File: config.mk
export PLATFORM = sky130hd
export DESIGN_NAME = ccff_loader
export DESIGN_NICKNAME = d
export VERILOG_FILES = /design/src/rtl/ccff_loader.sv
export SDC_FILE = /design/constraint.sdc
export NUM_CORES = 1
export LEC_CHECK = 0
export ABC_AREA = 0
export CORE_AREA = 2 2 88 90
export DETAILED_ROUTE_END_ITERATION = 12
export DIE_AREA = 0 0 90 92
export PLACE_DENSITY_LB_ADDON = 0.05
export SETUP_SLACK_MARGIN = 0.1
export SLEW_MARGIN = 30
export SYNTH_ARGS = -nofsm -noshare
export SYNTH_HDL_FRONTEND = slang
export SYNTH_SLANG_ARGS = --single-unit
export TNS_END_PERCENT = 20
File: constraint.sdc
create_clock -name prog_clk -period 3.45 [get_ports prog_clk]
set_input_delay 0.69 -clock prog_clk [delete_from_list [all_inputs] [get_ports prog_clk]]
set_output_delay 0.69 -clock prog_clk [all_outputs]
set_load 0.05 [all_outputs]
File: src/rtl/ccff_loader.sv
// ccff_loader -- programs a configuration flip-flop chain from a word stream.
//
// Each word is shifted into the chain head MSB first. A pass is exactly
// chain_len shifts. Bits of the final word beyond chain_len are dropped.
// When verify is requested, the host sends the same bitstream a second
// time. During that second pass every bit returned at the chain tail is
// compared with the bit being driven into the head.
//
// Ports
//   prog_clk    : clock; all state changes on its rising edge
//   pReset      : asynchronous reset, active low
//   start       : one-cycle request to begin; only honoured in IDLE
//   chain_len   : number of chain bits, sampled when start is accepted
//   verify_en   : request a verify pass, sampled when start is accepted
//   data_in     : bitstream word
//   data_valid  : data_in is valid
//   data_ready  : word is taken when data_valid && data_ready
//   ccff_head   : serial bit driven into the chain head
//   ccff_tail   : serial bit returned from the chain tail
//   shift_en    : the chain advances on every clock edge where this is 1
//   busy        : a LOAD or VERIFY pass is running
//   done        : one-cycle pulse when the sequence is finished
//   error       : at least one verify mismatch was seen
//   err_count   : number of verify mismatches, saturating at all-ones
//
// state  | meaning
// IDLE   | waiting for start
// LOAD   | shifting the bitstream into the chain
// VERIFY | shifting the bitstream again and comparing it with the tail
// FINISH | done pulse, then back to IDLE
module ccff_loader #(
  parameter int DATA_W = 8,
  parameter int LEN_W  = 16
) (
  input  logic              prog_clk,
  input  logic              pReset,
  input  logic              start,
  input  logic [LEN_W-1:0]  chain_len,
  input  logic              verify_en,
  input  logic [DATA_W-1:0] data_in,
  input  logic              data_valid,
  output logic              data_ready,
  output logic              ccff_head,
  input  logic              ccff_tail,
  output logic              shift_en,
  output logic              busy,
  output logic              done,
  output logic              error,
  output logic [LEN_W-1:0]  err_count
);

  localparam int CNT_W = $clog2(DATA_W + 1);

  localparam logic [1:0] S_IDLE   = 2'd0;
  localparam logic [1:0] S_LOAD   = 2'd1;
  localparam logic [1:0] S_VERIFY = 2'd2;
  localparam logic [1:0] S_FINISH = 2'd3;

  logic [1:0]        state;
  logic [LEN_W-1:0]  len_q;
  logic              verify_q;
  logic [LEN_W-1:0]  rem;        // shifts still owed in the current pass
  logic [DATA_W-1:0] sreg;
  logic [CNT_W-1:0]  bcnt;       // bits currently held in sreg
  logic [LEN_W-1:0]  bcnt_ext;
  logic              accept;
  logic              pass_end;
  logic              mismatch;

  assign bcnt_ext = LEN_W'(bcnt);
  assign busy     = (state == S_LOAD) || (state == S_VERIFY);
  assign done     = (state == S_FINISH);
  assign shift_en = busy && (bcnt != '0);
  assign ccff_head = shift_en & sreg[DATA_W-1];

  // A new word may arrive while the last buffered bit is shifting out.
  // This keeps the stream free of bubbles. No word is requested once the
  // buffered bits already cover the rest of the pass.
  assign data_ready = busy && (bcnt <= CNT_W'(1)) && (rem > bcnt_ext);
  assign accept     = data_valid && data_ready;
  assign pass_end   = shift_en && (rem == LEN_W'(1));
  assign mismatch   = (state == S_VERIFY) && shift_en && (ccff_tail != ccff_head);

  always_ff @(posedge prog_clk or negedge pReset) begin
    if (!pReset) begin
      state     <= S_IDLE;
      len_q     <= '0;
      verify_q  <= 1'b0;
      rem       <= '0;
      sreg      <= '0;
      bcnt      <= '0;
      error     <= 1'b0;
      err_count <= '0;
    end else begin
      case (state)
        S_IDLE: begin
          if (start) begin
            len_q     <= chain_len;
            verify_q  <= verify_en;
            rem       <= chain_len;
            error     <= 1'b0;
            err_count <= '0;
            state     <= (chain_len == '0) ? S_FINISH : S_LOAD;
          end
        end
        S_LOAD, S_VERIFY: begin
          if (shift_en)
            rem <= rem - LEN_W'(1);
          if (pass_end) begin
            // Drop any leftover bits of the final word.
            sreg <= '0;
            bcnt <= '0;
            if ((state == S_LOAD) && verify_q) begin
              state <= S_VERIFY;
              rem   <= len_q;
            end else begin
              state <= S_FINISH;
            end
          end else if (accept) begin
            sreg <= data_in;
            bcnt <= CNT_W'(DATA_W);
          end else if (shift_en) begin
            sreg <= {sreg[DATA_W-2:0], 1'b0};
            bcnt <= bcnt - CNT_W'(1);
          end
          if (mismatch) begin
            error <= 1'b1;
            if (err_count != '1)
              err_count <= err_count + LEN_W'(1);
          end
        end
        default: state <= S_IDLE;
      endcase
    end
  end

endmodule

==> results of run 1 <==
[power by group]
group,switching [W],internal (W),total [W],leakage [nW]
Sequential,0.000291,0.00101,0.00131,0.808
Combinational,0.000854,0.000652,0.00151,1.21
Clock,0.000285,0.000364,0.000649,0.0973
Total,0.00143,0.00203,0.00346,2.12
[kinds of logic after synthesis]
group / Yosys count
DFF: 64
xor gates and xnor gates: 15
and+or+nand+nor: 150
AOI/OAI and AO/OA: 84
buffers and inverters: 37
adders and majority gates: 14
muxes: 37
[layout by cell type (no fill, tap or decap), types with 2 or more instances in the layout]
cell type / count
a211oi_1: 2
a21o_1: 5
a21oi_1: 15
a22oi_1: 5
a2bb2oi_1: 7
a31o_2: 2
a31oi_1: 4
and3_1: 10
and4_1: 4
buf_12: 2
buf_4: 9
clkbuf_8: 11
clkdlybuf4s50_1: 47
dfrtp_1: 64
ha_1: 14
inv_1: 15
mux2_2: 17
mux2i_1: 20
nand2_1: 36
nand2b_1: 3
nand3_1: 18
nand3b_1: 2
nand4_1: 13
nor2_1: 23
nor2b_1: 3
nor3_1: 7
nor4_1: 6
nor4_4: 2
o211ai_1: 3
o21ai_0: 18
o21ba_2: 2
o221ai_1: 4
o22ai_1: 3
or3_1: 6
or4_1: 3
xnor2_1: 9
xor2_1: 6
[metal layers]
| layer | vias up | GRT usage [%] |
|---|---|---|
| met5 | - | 0 |
| li1 | 1587 | - |
| met2 | 90 | 40.7 |
| met3 | 18 | 4.68 |
| met4 | 0 | 10.9 |
| met1 | 1629 | 30.2 |
[layout make-up]
cell class              count  area share, %
repair buffers             59           12.3
clock inverters             3          0.899
flip-flops and latches     64           33.8
well taps                 102           2.70
clock buffers              11           3.20
multi-input cells         300           45.8
inverters                  15           1.19
[worst reg2reg max path, cell delays in order, from the launching register on]
cell      delay, ns
dfrtp_1        0.43
inv_1          0.11
ha_1           0.22
or3b_1         0.40
and4_1         0.41
nand4_2        0.50
a311oi_1       0.49
o31a_1         0.18
[stage by stage]
step | hold WS (ns) | std cells | total power, W | cell area (um2) | worst slack, ns
floorplan | 0.394 | 401 | 0.00237 | 3940 | 0.445
global placement | 0.481 | 540 | 0.00275 | 4540 | 0.597
detailed placement | 0.492 | 540 | 0.00280 | 4540 | 0.529
CTS | 0.507 | 554 | 0.00346 | 4730 | 0.397
global route | 0.518 | 554 | 0.00368 | 4730 | 0.259
finish | 0.506 | 554 | 0.00346 | 4730 | 0.386
[final timing paths]
| path | startpoint | slack, ns | to |
|---|---|---|---|
| max reg2reg | bcnt[0] | 0.65 | rem[5] |
| min | pReset | 0.51 | err_count[13] |
| min in group prog_clk | len_q[5] | 0.51 | rem[5] |
| max in group asynchronous | pReset | 2.40 | len_q[7] |
| max | bcnt[0] | 0.39 | shift_en |
| min reg2reg | len_q[5] | 0.51 | rem[5] |
[registers in the layout, summed over array words and instances (netlist names)]
| name | cells |
|---|---|
| bcnt | 4 |
| err_count | 16 |
| error | 1 |
| len_q | 16 |
| rem | 16 |
| sreg | 8 |
| state | 2 |
| verify_q | 1 |
==> reports/qor.yml, run 1 <==
n_antenna_cell: 0
path_depth: 6
start_kind: "flop"
synth_ff_type: "dfrtp_1"
synth_area_per_cell_um2: 9.82
drv_slew: 0
seq_area_mm2: 0.00160
first_pass_iters: 5
slew_headroom_pct: 45.2
yosysSeqAreaShare_pct: 40.7
drc_errors: 0
utilization_pct: 63.5
fp.dieW_um: 90
ios: 52
power.density_mw_per_mm2: 731
area_delta_synth_final_pct: 20.1
reg2reg_depth: 7
yosys.area.top_type: "dfrtp_1"
drive_gt1_share_pct: 13.7
dr_total_vias: 3324
yosys.area_share.simple_pct: 22.2
core_area_mm2: 0.00745
cpLargestDelayFamily: "simple AND/OR/NAND/NOR gates"
synthMuxAreaShare_pct: 9.94
htreeDepth: 3
min_path_type: "in2async"
rows: 32
synth_cells: 401
cp_max_fo: 17
timing.final.crit_share_pct: 88.8
fin_worst_skew_ns: 0.00945
overflow: 0
synth_edf_count: 0
fill_cells: 647
drv_cap: 0
synth-adder-area-share_pct: 4.45
hold_viol: 0
dieHeight_um: 92
track_usage_pct: 24.1
fin_nets: 493
wl_per_cell_um: 17.4
wl_met1_um: 4190
critPathArrivalTime_ns: 2.37
synth-compound-area-share_pct: 15.1
p_leak_nw: 2.12
synth_cell_types: 66
rsz0062_at_grt: "false"
start_util_pct: 52.9
crit_path_top_delay_cell: "or3b_1"
synth_seq_cells: 64
routed_wl_um: 9660
clockBufferDepth: 2
max_stage_delay_ns: 0.53
yosysMostFrequentCell: "dfrtp_1"
grt_max_degree: 65
grt_pass1_vias: 3305
vias_per_cell: 6.00
portBuffers: 51
worst_pin_slew_ns: 0.801
worstSetupPathType: "reg2out"
gp_congestion: 0.894
synthTopCellsByCount: "dfrtp_1 (64), nand2_1 (36), nor2_1 (23), mux2i_1 (20)"
postCtsSetupRepairBufs: 0
cp.required_ns: 2.76
status: "finished clean"
synth_xor_area_share_pct: 3.34
synth_top_family_by_area: "simple AND/OR/NAND/NOR gates"
cts.sinks: 64
dr.first_iter.drc_count: 160
max_freq_mhz: 326
vdd_drop_max_uv: 526
tns_ns: 0
clock-root-buffer: "clkbuf_8"
postCtsHoldBufs: 0
crit_buf_inv: 3
cts_tree: "built"
cp_common_cell: "inv_1"
yosys_warnings: 0
setup_viol: 0
cts_buffers: 9
synth_async_sr_flop_share_pct: 100
route.met2.wl_um: 4820
critPathCaptureType: "output port"
synth_top_area_share_pct: 40.7
antenna_found_initial: 0
ant_nets: 0
synth.cell_area_mm2: 0.00394
clk_pin_slew_ns: 0.07
synthesis.nets: 445
topRoutingLayerUsed: "met4"
crit_chain: "inv_1 -> ha_1 -> or3b_1 -> nand2_4 -> inv_1 -> buf_12"
wl_met3_um: 441
period_minus_slack_ns: 3.06
multi_input_area_mm2: 0.00217
dp_hpwl_um: 6820
post_cts_resized: 0
die_area_mm2: 0.00828
insertion_delay_ns: 0.34
synth_area_leaders: "dfrtp_1 (41%), mux2i_1 (5.1%), mux2_2 (4.9%)"
grt_pass1_wl_um: 16100
(Power assumes the default switching activity.)
==> run 2, diff against run 1 <==
--- a/config.mk
+++ b/config.mk
@@ -6,9 +6,10 @@
 export NUM_CORES = 1
 export LEC_CHECK = 0
 export ABC_AREA = 0
-export CORE_AREA = 2 2 88 90
+export CORE_AREA = 2 2 103 105
 export DETAILED_ROUTE_END_ITERATION = 12
-export DIE_AREA = 0 0 90 92
+export DIE_AREA = 0 0 105 107
+export HOLD_SLACK_MARGIN = 0.03
 export PLACE_DENSITY_LB_ADDON = 0.05
 export SETUP_SLACK_MARGIN = 0.1
 export SLEW_MARGIN = 30
==> run 2 against run 1 <==
  * Core utilization shrank 16 points
  * Die area grew 36%
  * Routed wire length rose by 8.9%
  * Critical path depth is the same
  * Global-route usage is 4.4 points lower
  * Sequential share of layout area shrank 0.51 points
  * Clock skew about the same
  * Setup slack worse by 0.022 ns
  * Total power is 1.2% higher
  * Register-to-register slack improved by 0.03 ns
  * Clock power increased by 2%
==> reports/qor.yml, run 2 (synthesis gave the netlist of run 1 again) <==
status: "finished clean"
fp.dieW_um: 105  # +17%
grt_pass1_wl_um: 17600  # +9.0%
wl_per_cell_um: 17.7  # +1.6%
dp_hpwl_um: 7470  # +9.6%
hold_viol: 0  # unchanged
slew_headroom_pct: 52.7  # +7.4 points
crit_chain: "inv_1 -> ha_1 -> or3b_1 -> nand2_4 -> inv_1 -> buf_12"
routed_wl_um: 10500  # +8.9%
cp_max_fo: 17  # unchanged
area_delta_synth_final_pct: 22.0
htreeDepth: 3  # unchanged
rows: 37  # +16%
setup_viol: 0  # unchanged
clockBufferDepth: 2  # unchanged
final_common_cell: "dfrtp_1"
wl_met3_um: 420  # -4.8%
wl_met1_um: 5120  # +22%
die_area_mm2: 0.0112  # +36%
drive_gt1_share_pct: 14.8  # +1.1 points
clock-root-buffer: "clkbuf_8"
reg2reg_depth: 7  # unchanged
drv_cap: 0  # unchanged
start_util_pct: 39.0  # -14 points
dieHeight_um: 107  # +16%
worst_pin_slew_ns: 0.710  # -0.0905 ns
track_usage_pct: 19.7  # -4.4 points
placed_cell_area_mm2: 0.00461  # +1.5%
gp_congestion: 0.797  # -11%
period_minus_slack_ns: 3.09  # +0.0222 ns
drc_errors: 0  # unchanged
fin_worst_skew_ns: 0.00970  # +0.000243 ns
route.met2.wl_um: 4810  # -0.23%
critPathArrivalTime_ns: 2.40  # +0.03 ns
postCtsSetupRepairBufs: 0  # unchanged
antenna_found_initial: 0  # unchanged
worstSetupPathType: "reg2out"
power.density_mw_per_mm2: 729  # -0.33%
fin_area_mm2: 0.00480  # +1.5%
crit_buf_inv: 3  # unchanged
dr_total_vias: 3310  # -0.42%
min_path_type: "in2async"
first_pass_iters: 4  # -1
layout_common_cells: "dfrtp_1 (64), clkdlybuf4s50_1 (46), nand2_1 (36)"
max_stage_delay_ns: 0.53  # about the same
cts_buffers: 9  # unchanged
cts.sinks: 64  # unchanged
timing.final.crit_share_pct: 89.4  # +0.64 points
dr.first_iter.drc_count: 209  # +31%
cp.required_ns: 2.76  # about the same
topRoutingLayerUsed: "met4"
ios: 52  # unchanged
post_cts_resized: 0  # unchanged
cts_tree: "built"
rsz0062_at_grt: "false"
clk_pin_slew_ns: 0.07  # about the same
grt_max_degree: 37  # -43%
grt_pass1_vias: 3343  # +1.1%
vias_per_cell: 5.57  # -7.1%
reg_top3: "err_count (16), len_q (16), rem (16)"
tns_ns: 0  # unchanged
crit_path_top_delay_cell: "or3b_1"
fin_nets: 497  # +0.81%
portBuffers: 51  # unchanged
insertion_delay_ns: 0.35  # about the same
p_leak_nw: 2.14  # +0.99%
critPathCaptureType: "output port"
cpLargestDelayFamily: "simple AND/OR/NAND/NOR gates"
ant_nets: 0  # unchanged
drv_slew: 0  # unchanged
path_depth: 6  # unchanged
timing.hold.ws_ns: 0.359  # -0.147 ns
core_area_mm2: 0.0101  # +36%
n_antenna_cell: 0  # unchanged
start_kind: "flop"
postCtsHoldBufs: 0  # unchanged
cp_common_cell: "inv_1"
vdd_drop_max_uv: 286  # -46%
overflow: 0  # unchanged
max_freq_mhz: 324  # -0.72%
## run 2: cell count changes in the layout (fill, tap and decap cells not counted), sizes merged
cell and delta:
inv +1, clkbuf -1, buf +5, clkdlybuf4s50 -1, clkinv +2
## run 2: worst paths after layout
check | from | endpoint | slack (ns)
worst max-delay path | bcnt[0] | shift_en | 0.36
worst min-delay path | pReset | err_count[1] | 0.36
worst max register to register | bcnt[0] | err_count[12] | 0.68
worst min register to register | len_q[0] | len_q[0] | 0.51
max in group asynchronous | pReset | rem[1] | 2.67
min in group prog_clk | len_q[0] | len_q[0] | 0.51
## run 2: power by group
part	switching [W]	leakage, nW	internal (W)
sequential	0.000287	0.808	0.00101
clock	0.000322	0.0968	0.000338
combinational	0.000878	1.23	0.000665
total	0.00149	2.14	0.00202
## run 2: metrics by stage
stage               total power (W)  cells  util [%]  worst slack, ns
finish                      0.00350    594      47.6            0.364
global route                0.00377    594      47.6            0.227
CTS                         0.00352    594      47.6            0.357
detailed placement          0.00285    578      45.7            0.424
global placement            0.00283    578      45.7            0.420
floorplan                   0.00237    401         -            0.445
## run 2: layout make-up
cell class,instances,area [um2]
tap,136,170
clock inverter,6,68.8
fill,1005,5290
sequential,64,1600
inverter,15,56.3
clock buffer,10,128
timing repair buffer,63,611
multi-input combinational,300,2170
## run 2: metal layers
layer / GRT usage [%] / up-vias
li1: - / 1595
met1: 27.4 / 1639
met2: 31.4 / 64
met3: 3.22 / 12
met4: 6.38 / 0
met5: 0 / -
==> run 3, diff against run 2 <==
--- a/config.mk
+++ b/config.mk
@@ -6,9 +6,9 @@
 export NUM_CORES = 1
 export LEC_CHECK = 0
 export ABC_AREA = 0
-export CORE_AREA = 2 2 103 105
+export CORE_AREA = 2 2 114 94
 export DETAILED_ROUTE_END_ITERATION = 12
-export DIE_AREA = 0 0 105 107
+export DIE_AREA = 0 0 116 96
 export HOLD_SLACK_MARGIN = 0.03
 export PLACE_DENSITY_LB_ADDON = 0.05
 export SETUP_SLACK_MARGIN = 0.1
==> run 3 against run 2 <==
  * Count of clock-buffer cells in the layout up 1
  * Sequential share of layout area down 0.78 points
  * Total power up 7.9%
  * Sequential power about the same
  * Sequential cell count unchanged
  * Critical path depth unchanged
  * First-iteration DRC count up 0.96%
  * Via count up 0.24%
  * Die area down 0.88%
  * Routed wire length up 0.14%
  * Final cell count up 0.51%
  * Design area up 2.4%
  * Largest cell class unchanged
==> reports/qor.yml, run 3 (synthesis gave the netlist of run 1 again) <==
clk_pin_slew_ns: 0.05  # -0.02 ns
ios: 52  # unchanged
n_antenna_cell: 0  # unchanged
top_usage_layer: "met1"
vias_per_cell: 5.56  # -0.26%
r2r_setup_slack_ns: 0.70  # +0.02 ns
area_delta_synth_final_pct: 24.9
status: "finished clean"
htreeDepth: 3  # unchanged
drive_gt1_share_pct: 14.7  # -0.19 points
fin_worst_skew_ns: 0.00696  # -0.00274 ns
p_leak_nw: 2.18  # +2.1%
rsz0062_at_grt: "false"
antenna_found_initial: 0  # unchanged
placed_cell_area_mm2: 0.00461  # unchanged
utilization_pct: 49.2  # +1.6 points
tns_ns: 0  # unchanged
dieHeight_um: 96  # -10%
pwr-share-seq_pct: 34.5  # -2.6 points
grt_pass1_vias: 3194  # -4.5%
postCtsSetupRepairBufs: 0  # unchanged
fp.dieW_um: 116  # +10%
p_clk_share_pct: 24.8  # +6.0 points
drv_cap: 0  # unchanged
reg2reg_depth: 7  # unchanged
fin_area_mm2: 0.00492  # +2.4%
min_path_type: "in2async"
cts.sinks: 64  # unchanged
layout_common_cells: "dfrtp_1 (64), clkdlybuf4s50_1 (47), nand2_1 (36)"
grt_pass1_wl_um: 17100  # -2.4%
postCtsHoldBufs: 0  # unchanged
crit_chain: "inv_1 -> ha_1 -> or3b_1 -> nand2_4 -> inv_1 -> buf_12"
wl_per_cell_um: 17.6  # -0.36%
cts_buffers: 9  # unchanged
intPower_w: 0.00227  # +13%
first_pass_iters: 4  # unchanged
use_met2_pct: 29.5  # -1.9 points
ant_nets: 0  # unchanged
dp_hpwl_um: 7400  # -0.92%
portBuffers: 51  # unchanged
p_comb_share_pct: 40.8  # -3.3 points
grt_max_degree: 65  # +76%
critPathArrivalTime_ns: 2.38  # -0.02 ns
use_met1_pct: 30.7  # +3.3 points
setup_viol: 0  # unchanged
cp_common_cell: "inv_1"
timing.final.crit_share_pct: 88.9  # -0.50 points
gp_congestion: 0.818  # +2.7%
p_sw_w: 0.00151  # +1.4%
clock-root-buffer: "clkbuf_16"
power.density_mw_per_mm2: 768  # +5.4%
worstSetupPathType: "reg2out"
rows: 33  # -11%
crit_buf_inv: 3  # unchanged
vdd_drop_max_uv: 379  # +32%
hold_viol: 0  # unchanged
final_common_cell: "dfrtp_1"
dr_total_vias: 3318  # +0.24%
start_kind: "flop"
insertion_delay_ns: 0.33  # -0.02 ns
core_area_mm2: 0.00999  # -0.99%
r2r-start: "bcnt[0]"
critPathCaptureType: "output port"
cp_max_fo: 17  # unchanged
overflow: 0  # unchanged
drv_slew: 0  # unchanged
cpLargestDelayFamily: "simple AND/OR/NAND/NOR gates"
post_cts_resized: 0  # unchanged
worst_pin_slew_ns: 0.886  # +0.176 ns
cts_tree: "built"
start_util_pct: 39.4  # +0.39 points
worstReg2RegEnd: "err_count[12]"
grt_use_met3_pct: 4.47  # +1.2 points
max_stage_delay_ns: 0.53  # about the same
p_sw_share_pct: 39.9  # -2.6 points
track_usage_pct: 20.2  # +0.51 points
routed_wl_um: 10500  # +0.14%
reg_top3: "err_count (16), len_q (16), rem (16)"
dr.first_iter.drc_count: 211  # +0.96%
crit_path_top_delay_cell: "or3b_1"
slew_headroom_pct: 40.8  # -12 points
max_freq_mhz: 326  # +0.57%
fin_nets: 496  # -0.20%
cp.required_ns: 2.76  # about the same
drc_errors: 0  # unchanged
clockBufferDepth: 2  # unchanged
period_minus_slack_ns: 3.07  # -0.0173 ns
die_area_mm2: 0.0111  # -0.88%
## run 3: power by group through the flow
stage	registers [W]	logic, W	clock network [W]
2_1_floorplan	0.00122	0.00115	0
3_3_place_gp	0.00131	0.00151	0
3_5_place_dp	0.00131	0.00153	0
4_1_cts	0.00130	0.00154	0.000961
5_1_grt	0.00134	0.00171	0.000995
6_report	0.00130	0.00154	0.000936
## run 3: metrics by stage
| stage | worst slack (ns) | power (W) | hold slack, ns | instances |
|---|---|---|---|---|
| 5_1_grt | 0.265 | 0.00405 | 0.511 | 597 |
| 3_5_place_dp | 0.408 | 0.00284 | 0.486 | 581 |
| 3_3_place_gp | 0.425 | 0.00282 | 0.486 | 581 |
| 6_report | 0.381 | 0.00378 | 0.440 | 597 |
| 2_1_floorplan | 0.445 | 0.00237 | 0.394 | 401 |
| 4_1_cts | 0.375 | 0.00380 | 0.499 | 597 |
## run 3: worst max-delay path by stage
stage,startpoint,to,depth (start not counted)
after floorplan,state[0],ccff_head,6
final,bcnt[1],shift_en,6
after CTS,bcnt[1],shift_en,6
after global routing,bcnt[1],shift_en,6
after detailed placement,ccff_tail,err_count[12],6
after global placement,ccff_tail,err_count[12],6
## run 3: cell type report
type,instances,area [um2]
Fill cell,1000,5070
Multi-Input combinational cell,300,2170
Timing Repair Buffer,62,609
Tap cell,140,175
Clock inverter,5,55.1
Sequential cell,64,1600
Inverter,15,56.3
Clock buffer,11,253
## run 3: layer usage
metal  vias up  wire [um]
li1       1595          -
met3         5        472
met1      1649       5450
met4         0         65
met2        69       4540
met5         -          0
